==> src/rtl/qam_demod_if.sv <==
// rtl/qam_demod_if.sv - sample/reference inputs and demodulator outputs of qam_demod
interface qam_demod_if;
    logic               en;
    logic               sym_strobe;
    logic signed [15:0] signal_in;
    logic signed [15:0] sine_in;
    logic signed [15:0] cosine_in;
    logic [1:0]         data_out;
    logic               data_valid;
    logic               serial_out;
    logic               serial_valid;
    logic               short_window;
    logic               sat_flag;
    logic               overrun;

    modport master (
        output en, sym_strobe, signal_in, sine_in, cosine_in,
        input  data_out, data_valid, serial_out, serial_valid, short_window, sat_flag, overrun
    );

    modport slave (
        input  en, sym_strobe, signal_in, sine_in, cosine_in,
        output data_out, data_valid, serial_out, serial_valid, short_window, sat_flag, overrun
    );
endinterface

==> src/rtl/qam_demod.sv <==
// rtl/qam_demod.sv - coherent QPSK integrate-and-dump demodulator with bit re-serialiser
module qam_demod #(
    parameter int ACC_W       = 40,
    parameter int MIN_SAMPLES = 2,
    parameter int CNT_W       = 16
) (
    input  logic        clk,
    input  logic        rst,
    qam_demod_if.slave  bus
);
    localparam logic signed [ACC_W-1:0] ACC_MAX  = {1'b0, {(ACC_W-1){1'b1}}};
    localparam logic signed [ACC_W-1:0] ACC_MIN  = {1'b1, {(ACC_W-1){1'b0}}};
    localparam logic signed [ACC_W-1:0] ACC_ZERO = '0;

    typedef enum logic [1:0] {S_IDLE, S_BIT1, S_BIT0} ser_state_t;

    logic signed [31:0]      p_s, p_c;
    logic                    en_d, stb_d;
    logic signed [ACC_W-1:0] acc_s, acc_c;
    logic signed [ACC_W-1:0] ext_s, ext_c;
    logic [ACC_W:0]          add_s, add_c;
    logic [CNT_W-1:0]        cnt;
    logic                    armed;
    ser_state_t              state, state_nxt;
    logic                    emit;
    logic [1:0]              shreg;

    // Signed add clamped to the accumulator range; MSB of the result flags a clamp.
    function automatic logic [ACC_W:0] sat_add(input logic [ACC_W-1:0] a, input logic [ACC_W-1:0] b);
        logic [ACC_W:0] s;
        s = {a[ACC_W-1], a} + {b[ACC_W-1], b};
        if (s[ACC_W] != s[ACC_W-1])
            return {1'b1, (s[ACC_W] ? ACC_MIN : ACC_MAX)};
        return {1'b0, s[ACC_W-1:0]};
    endfunction

    assign ext_s = ACC_W'(p_s);
    assign ext_c = ACC_W'(p_c);
    assign add_s = sat_add(acc_s, ext_s);
    assign add_c = sat_add(acc_c, ext_c);

    // Stage 1: register the two mixer products and delay the strobes to match.
    always_ff @(posedge clk or posedge rst) begin
        if (rst) begin
            p_s   <= '0;
            p_c   <= '0;
            en_d  <= 1'b0;
            stb_d <= 1'b0;
        end else begin
            p_s   <= 32'(bus.signal_in) * 32'(bus.sine_in);
            p_c   <= 32'(bus.signal_in) * 32'(bus.cosine_in);
            en_d  <= bus.en;
            stb_d <= bus.sym_strobe;
        end
    end

    // Stage 2: integrate products, dump and slice the old window on each strobe.
    always_ff @(posedge clk or posedge rst) begin
        if (rst) begin
            acc_s            <= '0;
            acc_c            <= '0;
            cnt              <= '0;
            armed            <= 1'b0;
            bus.data_out     <= 2'b00;
            bus.data_valid   <= 1'b0;
            bus.short_window <= 1'b0;
            bus.sat_flag     <= 1'b0;
        end else begin
            bus.data_valid   <= 1'b0;
            bus.short_window <= 1'b0;
            if (stb_d) begin
                // The very first strobe only opens a window; nothing meaningful to dump yet.
                if (armed) begin
                    if (cnt >= CNT_W'(MIN_SAMPLES)) begin
                        bus.data_out   <= {acc_s > ACC_ZERO, acc_c > ACC_ZERO};
                        bus.data_valid <= 1'b1;
                    end else begin
                        bus.short_window <= 1'b1;
                    end
                end
                armed <= 1'b1;
                // A sample coinciding with the strobe starts the new window.
                if (en_d) begin
                    acc_s <= ext_s;
                    acc_c <= ext_c;
                    cnt   <= CNT_W'(1);
                end else begin
                    acc_s <= '0;
                    acc_c <= '0;
                    cnt   <= '0;
                end
            end else if (en_d) begin
                acc_s <= add_s[ACC_W-1:0];
                acc_c <= add_c[ACC_W-1:0];
                if (cnt != '1)
                    cnt <= cnt + CNT_W'(1);
                if (add_s[ACC_W] || add_c[ACC_W])
                    bus.sat_flag <= 1'b1;
            end
        end
    end

    // Serialiser state register.
    always_ff @(posedge clk or posedge rst) begin
        if (rst)
            state <= S_IDLE;
        else
            state <= state_nxt;
    end

    // Serialiser next state: a fresh symbol always wins and restarts at the high bit.
    always_comb begin
        state_nxt = state;
        emit      = 1'b0;
        if (bus.data_valid) begin
            state_nxt = S_BIT1;
        end else begin
            case (state)
                S_BIT1: if (bus.en) begin
                    emit      = 1'b1;
                    state_nxt = S_BIT0;
                end
                S_BIT0: if (bus.en) begin
                    emit      = 1'b1;
                    state_nxt = S_IDLE;
                end
                default: state_nxt = S_IDLE;
            endcase
        end
    end

    // Serialiser datapath: shift out MSB first, flag symbols that arrive mid-shift.
    always_ff @(posedge clk or posedge rst) begin
        if (rst) begin
            shreg            <= 2'b00;
            bus.serial_out   <= 1'b0;
            bus.serial_valid <= 1'b0;
            bus.overrun      <= 1'b0;
        end else begin
            bus.serial_valid <= emit;
            if (bus.data_valid)
                shreg <= bus.data_out;
            else if (emit)
                shreg <= {shreg[0], 1'b0};
            if (emit)
                bus.serial_out <= shreg[1];
            if (bus.data_valid && state != S_IDLE)
                bus.overrun <= 1'b1;
        end
    end
endmodule

==> src/flat_wrapper.sv <==
// flat-port wrapper written by rule: the top's interface ports become plain ports
module qam_demod_flat 
#(
    parameter int ACC_W       = 40,
    parameter int MIN_SAMPLES = 2,
    parameter int CNT_W       = 16
)
  (clk, rst, bus_en, bus_sym_strobe, bus_signal_in, bus_sine_in, bus_cosine_in, bus_data_out, bus_data_valid, bus_serial_out, bus_serial_valid, bus_short_window, bus_sat_flag, bus_overrun);
  qam_demod_if bus_i ();
  input  logic clk;
  input  logic rst;
  input wire logic [$bits(bus_i.en)-1:0] bus_en;
  input wire logic [$bits(bus_i.sym_strobe)-1:0] bus_sym_strobe;
  input wire logic [$bits(bus_i.signal_in)-1:0] bus_signal_in;
  input wire logic [$bits(bus_i.sine_in)-1:0] bus_sine_in;
  input wire logic [$bits(bus_i.cosine_in)-1:0] bus_cosine_in;
  output wire logic [$bits(bus_i.data_out)-1:0] bus_data_out;
  output wire logic [$bits(bus_i.data_valid)-1:0] bus_data_valid;
  output wire logic [$bits(bus_i.serial_out)-1:0] bus_serial_out;
  output wire logic [$bits(bus_i.serial_valid)-1:0] bus_serial_valid;
  output wire logic [$bits(bus_i.short_window)-1:0] bus_short_window;
  output wire logic [$bits(bus_i.sat_flag)-1:0] bus_sat_flag;
  output wire logic [$bits(bus_i.overrun)-1:0] bus_overrun;
  assign bus_i.en = bus_en;
  assign bus_i.sym_strobe = bus_sym_strobe;
  assign bus_i.signal_in = bus_signal_in;
  assign bus_i.sine_in = bus_sine_in;
  assign bus_i.cosine_in = bus_cosine_in;
  assign bus_data_out = bus_i.data_out;
  assign bus_data_valid = bus_i.data_valid;
  assign bus_serial_out = bus_i.serial_out;
  assign bus_serial_valid = bus_i.serial_valid;
  assign bus_short_window = bus_i.short_window;
  assign bus_sat_flag = bus_i.sat_flag;
  assign bus_overrun = bus_i.overrun;
  qam_demod #(.ACC_W(ACC_W), .MIN_SAMPLES(MIN_SAMPLES), .CNT_W(CNT_W)) u_core (.clk(clk), .rst(rst), .bus(bus_i));
endmodule
==> config.mk <==
export PLATFORM = sky130hd
export DESIGN_NAME = qam_demod_flat
export DESIGN_NICKNAME = d
export VERILOG_FILES = /design/src/rtl/qam_demod_if.sv /design/src/rtl/qam_demod.sv /design/src/flat_wrapper.sv
export SDC_FILE = /design/constraint.sdc
export NUM_CORES = 2
export LEC_CHECK = 0
export CORE_MARGIN = 5
export CORE_UTILIZATION = 41
export CTS_BUF_LIST = sky130_fd_sc_hd__clkbuf_4
export CTS_CLUSTER_SIZE = 14
export DETAILED_ROUTE_END_ITERATION = 8
export PLACE_DENSITY = 0.66
export SLEW_MARGIN = 0
export SYNTH_ARGS = -nofsm -noshare
export SYNTH_HDL_FRONTEND = slang
export SYNTH_SLANG_ARGS = --single-unit
==> constraint.sdc <==
create_clock -name clk -period 5.2 [get_ports clk]
set_clock_uncertainty 0.15 [all_clocks]
set_input_delay 0.52 -clock clk [delete_from_list [all_inputs] [get_ports clk]]
set_output_delay 0.52 -clock clk [all_outputs]
set_load 0.02 [all_outputs]
**Word-level counts from Yosys, hierarchy flattened**

Index checks and enable logic that the tools add are counted.

- Bits in registers: 175
- Input port bits: 52
- Output and inout bits: 8

- $add $sub $neg: 3
- Multiply operators: 2
- Magnitude comparators: 3
- Eq/ne operators: 7
- Muxes and demuxes: 33
- Bitwise logic cells: 1
- Reductions and logical operators: 11

Operators with widths:

| cell | number |
|---|---|
| 40-bit 2-to-1 mux | 8 |
| 41-bit 2-to-1 mux | 4 |
| 40-bit by 32-bit adder with 41-bit output | 2 |
| 40-bit by 1-bit greater-than comparator with 1-bit output, second input constant | 2 |
| 16-bit by 16-bit multiplier with 32-bit output | 2 |
| 16-bit 2-to-1 mux | 3 |
| 16-bit by 1-bit adder with 16-bit output, second input constant | 1 |
| 16-bit by 2-bit greater-or-equal comparator with 1-bit output, second input constant | 1 |
| 16-bit inequality test, second input constant | 1 |
| 1-bit 2-to-1 mux | 12 |
| 2-bit 2-to-1 mux | 5 |
| 2-bit nonzero test | 4 |
| 3-bit by 2-bit inequality test with 1-bit output, second input constant | 2 |
| 3-bit AND reduction | 2 |
| 2-bit case mux with 2 select lines | 1 |
| 2-bit AND reduction | 2 |
| 2-bit by 1-bit == test with 1-bit output, second input constant | 1 |
| 2-bit == test, second input constant | 1 |
| 1-bit inequality test | 2 |
| 2-bit OR reduction | 1 |
| 1-bit logical AND | 1 |
| 1-bit logical OR | 1 |
| 1-bit inverter | 1 |

**Longest topological paths before layout**

- Depth after elaboration: 6
- Gate-level depth with buffers: 25

**Least setup slack after synthesis**

No wires, ideal clock.

- Path type: input to register
- Start point: input bus_signal_in[11]
- End point: register u_core.p_c[31]
- Arrival: 6,303 ps
- Required time: 4,970 ps
- Setup slack: -1,333 ps
- Cell stages on the path: 23
- Buffers on the path: 1
- Cells stage by stage: clkbuf_1 nand2_1 fa_1 fa_1 fa_1 inv_1 fa_1 fa_1 inv_1 fa_1 inv_1 ha_1 a21o_1 a21oi_1 o21ai_0 a2111oi_0 o31ai_1 o311a_1 o21ai_1 a21boi_0 o21a_1 nor2_1 xnor2_1

- Word-level cells in the longest chain between the ends: 1

Ends and longest elaborated chain:

| element | RTL line | source |
|---|---|---|
| start, declared | flat_wrapper.sv:14 | `input wire logic [$bits(bus_i.signal_in)-1:0] bus_signal_in;` |
| 16-bit by 16-bit multiplier with 32-bit output | qam_demod.sv:51 | `p_c <= 32'(bus.signal_in) * 32'(bus.cosine_in);` |
| end signal, assigned | qam_demod.sv:51 |  |
| end, declared | qam_demod.sv:17 | `logic signed [31:0] p_s, p_c;` |

Every way passes these cells.
A chain may end at the register's enable or synchronous reset.

**Worst setup path after layout**

- Start point: input bus_signal_in[13]
- End point: register u_core.p_c[31]

Same word-level chain as after synthesis.

==> impl_metrics.json <==
{
  "critical_path_class": "primary input to flip-flop",
  "drc": 0,
  "netlist_instances": 3374,
  "cp-start-kind": "primary input",
  "setup_viol": 30,
  "placed_cells": 4616,
  "arrival_ps": 6330,
  "via_per_inst": 5.14,
  "synth_top_family_by_area": "adder cells",
  "grtUsageTotal_pct": 20.1,
  "cts.clk_slew.worst_paths_ps": 180,
  "crit_fanout": 9,
  "max_freq_mhz": 169,
  "cp_slowest_stage_delay_ps": 570,
  "wl_um": 79700,
  "avgSynthCellArea_um2": 9.06,
  "synthSimpleGateAreaFrac_pct": 16.2,
  "hold_path.class": "primary input to flip-flop",
  "period_share_pct": 114,
  "worstPathCellList": "buf_2 > buf_12 > buf_4 > buf_8 > nand2_2 > fa_1 > fa_1 > fa_1 > inv_2 > fa_1 > fa_1 > inv_2 > fa_1 > inv_2 > ha_4 > and3_4 > a2111oi_4 > o31ai_4 > o311a_1 > o21ai_2 > a21boi_2 > o21a_1 > nor2_2 > xnor2_1",
  "synthMuxAreaShare_pct": 0.102,
  "yosys.area.top_type": "fa_1",
  "numCtsBuffers": 17,
  "synth_compound_area_share_pct": 11.3,
  "nFillCells": 6720,
  "die-area_mm2": 0.0801,
  "instances_no_fill": 4758,
  "area_growth_pct": 22.8,
  "ys_types": 73,
  "finalHoldViolCount": 0,
  "grt_antenna_before_repair": 2,
  "grt_pass1_vias": 25961,
  "critPathRequiredTime_ps": 5620,
  "clock_latency_ps": 660,
  "ant_nets": 0,
  "crit_top_cell": "fa_1",
  "port_buffers": 59,
  "yosysSeqAreaShare_pct": 14.3,
  "pin_count": 60,
  "overflow": 0,
  "gp_congestion": 0.871,
  "wl_per_cell_um": 16.8,
  "ctsHtreeMaxLevel": 4,
  "die_y_um": 283,
  "place_ws_ps": -1790,
  "post-dp-hpwl_um": 60400,
  "end_kind": "flip-flop",
  "start_util_pct": 41.2,
  "layout_min_cycle_time_ps": 5920,
  "max_slew_margin_pct": 42.7,
  "firstDrtPassIters": 5,
  "final-seq-area_mm2": 0.00438,
  "yosys-top-cells-area": "fa_1 34%, dfrtp_1 14%, ha_1 10%",
  "tightest_slew_ps": 857,
  "yosysWarnings": 0,
  "synthXorXnorAreaFrac_pct": 4.33,
  "nets": 4601,
  "critPathBufInv": 7,
  "grt_max_degree": 112,
  "post-synth-top-count-cell": "inv_1",
  "die_width_um": 283,
  "dr_total_vias": 24470,
  "grt_pass1_wl_um": 134000,
  "netlist_top_cells_count": "605 x inv_1, 526 x fa_1, 361 x nand2_1, 257 x and2_1, 249 x ha_1",
  "rsz0062_at_grt": "true",
  "synthFlopType": "dfrtp_1",
  "syn-num-nets": 4201,
  "yosys_register_bits": 175,
  "synth-edff-count": 0,
  "violations": "setup timing",
  "clockBufferDepth": 2,
  "drive_above_1_share_pct": 20.4,
  "synth_fa_ha_area_share_pct": 44.7,
  "core.rowCount": 100,
  "synth_top_area_share_pct": 34.5,
  "cp_slowest_cell": "fa_1",
  "layout_setup_ws_ps": -717,
  "cts_tree": "built",
  "drtIter0Drc": 1442,
  "drv_cap": 0,
  "syn_area_mm2": 0.0306,
  "slew_viol_final": 0,
  "cts.sink_count": 175,
  "multiInputGateArea_mm2": 0.0244,
  "design.core.area_mm2": 0.0742,
  "cts-root-buf": "clkbuf_4",
  "synth-async-reset-ratio_pct": 100,
  "cp_top_family": "adder cells",
  "status": "complete, but fails checks"
}
## cell usage in the layout, fill, tap and decap left out, drive strengths merged, types with 9 or more instances in the layout
cell | Yosys | layout
a221oi | 27 | 27
a22oi | 17 | 17
o21ai | 103 | 103
o21bai | 20 | 20
clkbuf | 108 | 22
ha | 249 | 249
and2 | 257 | 257
a211oi | 10 | 10
o211ai | 12 | 12
dfrtp | 175 | 175
o22ai | 11 | 11
nor4 | 25 | 25
nor2 | 177 | 177
o21a | 18 | 18
a21o | 63 | 63
inv | 605 | 613
bufbuf | 0 | 11
a31oi | 11 | 11
and3 | 23 | 23
clkdlybuf4s50 | 0 | 13
or3 | 9 | 9
xor2 | 51 | 51
xnor2 | 100 | 100
buf | 14 | 463
a21oi | 160 | 160
nor2b | 22 | 22
nand3 | 35 | 35
o31ai | 18 | 18
nor3 | 28 | 28
nand2b | 35 | 35
nand2 | 361 | 361
nand4 | 26 | 26
fa | 526 | 526
or2 | 9 | 9
## metal layers
layer	global-route usage, %	up-vias	part of all wire, %	routed length, um
li1	-	11512	-	-
met1	28.1	12154	46	36300
met2	32.7	691	46	36800
met3	3.54	113	6.0	4810
met4	4.72	0	2.3	1800
met5	0	-	0	0
## cell families after synthesis
kind of cell	after synthesis
and+or+nand+nor	1016
adders and majority gates	777
buffers and inverters	728
AOI/OAI and AO/OA	524
DFF	175
xor gates and xnor gates	151
muxes	3
## sequential cells by signal, indices dropped and copies added (netlist names)
name,cells
u_core.acc_c,40
u_core.acc_s,40
u_core.p_c,32
u_core.p_s,32
u_core.cnt,16
u_core.bus.data_out,2
u_core.shreg,2
u_core.state,2
u_core.armed,1
u_core.bus.data_valid,1
u_core.bus.overrun,1
u_core.bus.sat_flag,1
u_core.bus.serial_out,1
u_core.bus.serial_valid,1
u_core.bus.short_window,1
u_core.en_d,1
u_core.stb_d,1
## final cells by class
cell class / count / area share [%]
diodes: 2 / 0.0133
well taps: 969 / 3.23
inverters: 606 / 6.07
repair buffers: 503 / 13.2
multi-input cells: 2471 / 65.0
clock inverters: 15 / 0.453
flip-flops and latches: 175 / 11.7
clock buffers: 17 / 0.340
## worst reg2reg max path: stages (launching register included)
cell	delay (ps)
dfrtp_1	430
ha_1	230
inv_1	70
fa_1	390
nand2b_1	180
a21oi_1	200
o2111ai_1	280
nand4_1	190
a21oi_1	180
a21oi_1	450
a21boi_1	300
a311oi_4	750
buf_4	390
a31oi_1	130
a21oi_1	170
## worst paths after layout
check                      slack (ps)                            from  depth (start not counted)                              to
max                              -720               bus_signal_in[13]                         24        u_core.p_c[31]$_DFF_PP0_
min                               140                  bus_sym_strobe                          1          u_core.stb_d$_DFF_PP0_
max reg2reg                       670     u_core.acc_s[0]$_DFFE_PP0P_                         14    u_core.acc_s[11]$_DFFE_PP0P_
min reg2reg                       320  u_core.bus.overrun$_DFFE_PP0P_                          1  u_core.bus.overrun$_DFFE_PP0P_
max in group asynchronous        3580                             rst                          3    u_core.acc_c[18]$_DFFE_PP0P_
min in group asynchronous         230                             rst                          2    u_core.acc_s[15]$_DFFE_PP0P_
## timing repair
item                                    in CTS  in global routing
pin swaps                                  145                101
gates cloned                                23                  0
hold buffers                                 0                  0
endpoints found under the setup margin      33                 34
buffers inserted                            69                 23
resized for setup                          340                127
hold endpoints to repair                     0                  0
## through the flow
stage | setup TNS (ps) | utilization (%) | instance area, um2 | hold slack [ps]
5_1_grt | -14960 | 50.6 | 37500 | 81.9
3_3_place_gp | -45670 | 47.4 | 35100 | 289
4_1_cts | -10190 | 50.0 | 37100 | 89.6
2_1_floorplan | -14670 | - | 31100 | 300
3_5_place_dp | -48910 | 47.4 | 35100 | 295
6_report | -10570 | 50.6 | 37500 | 136
Power is left out: the tool's default activity adds up to more than one toggle a clock period on the data nets, which glitch-free logic cannot reach.
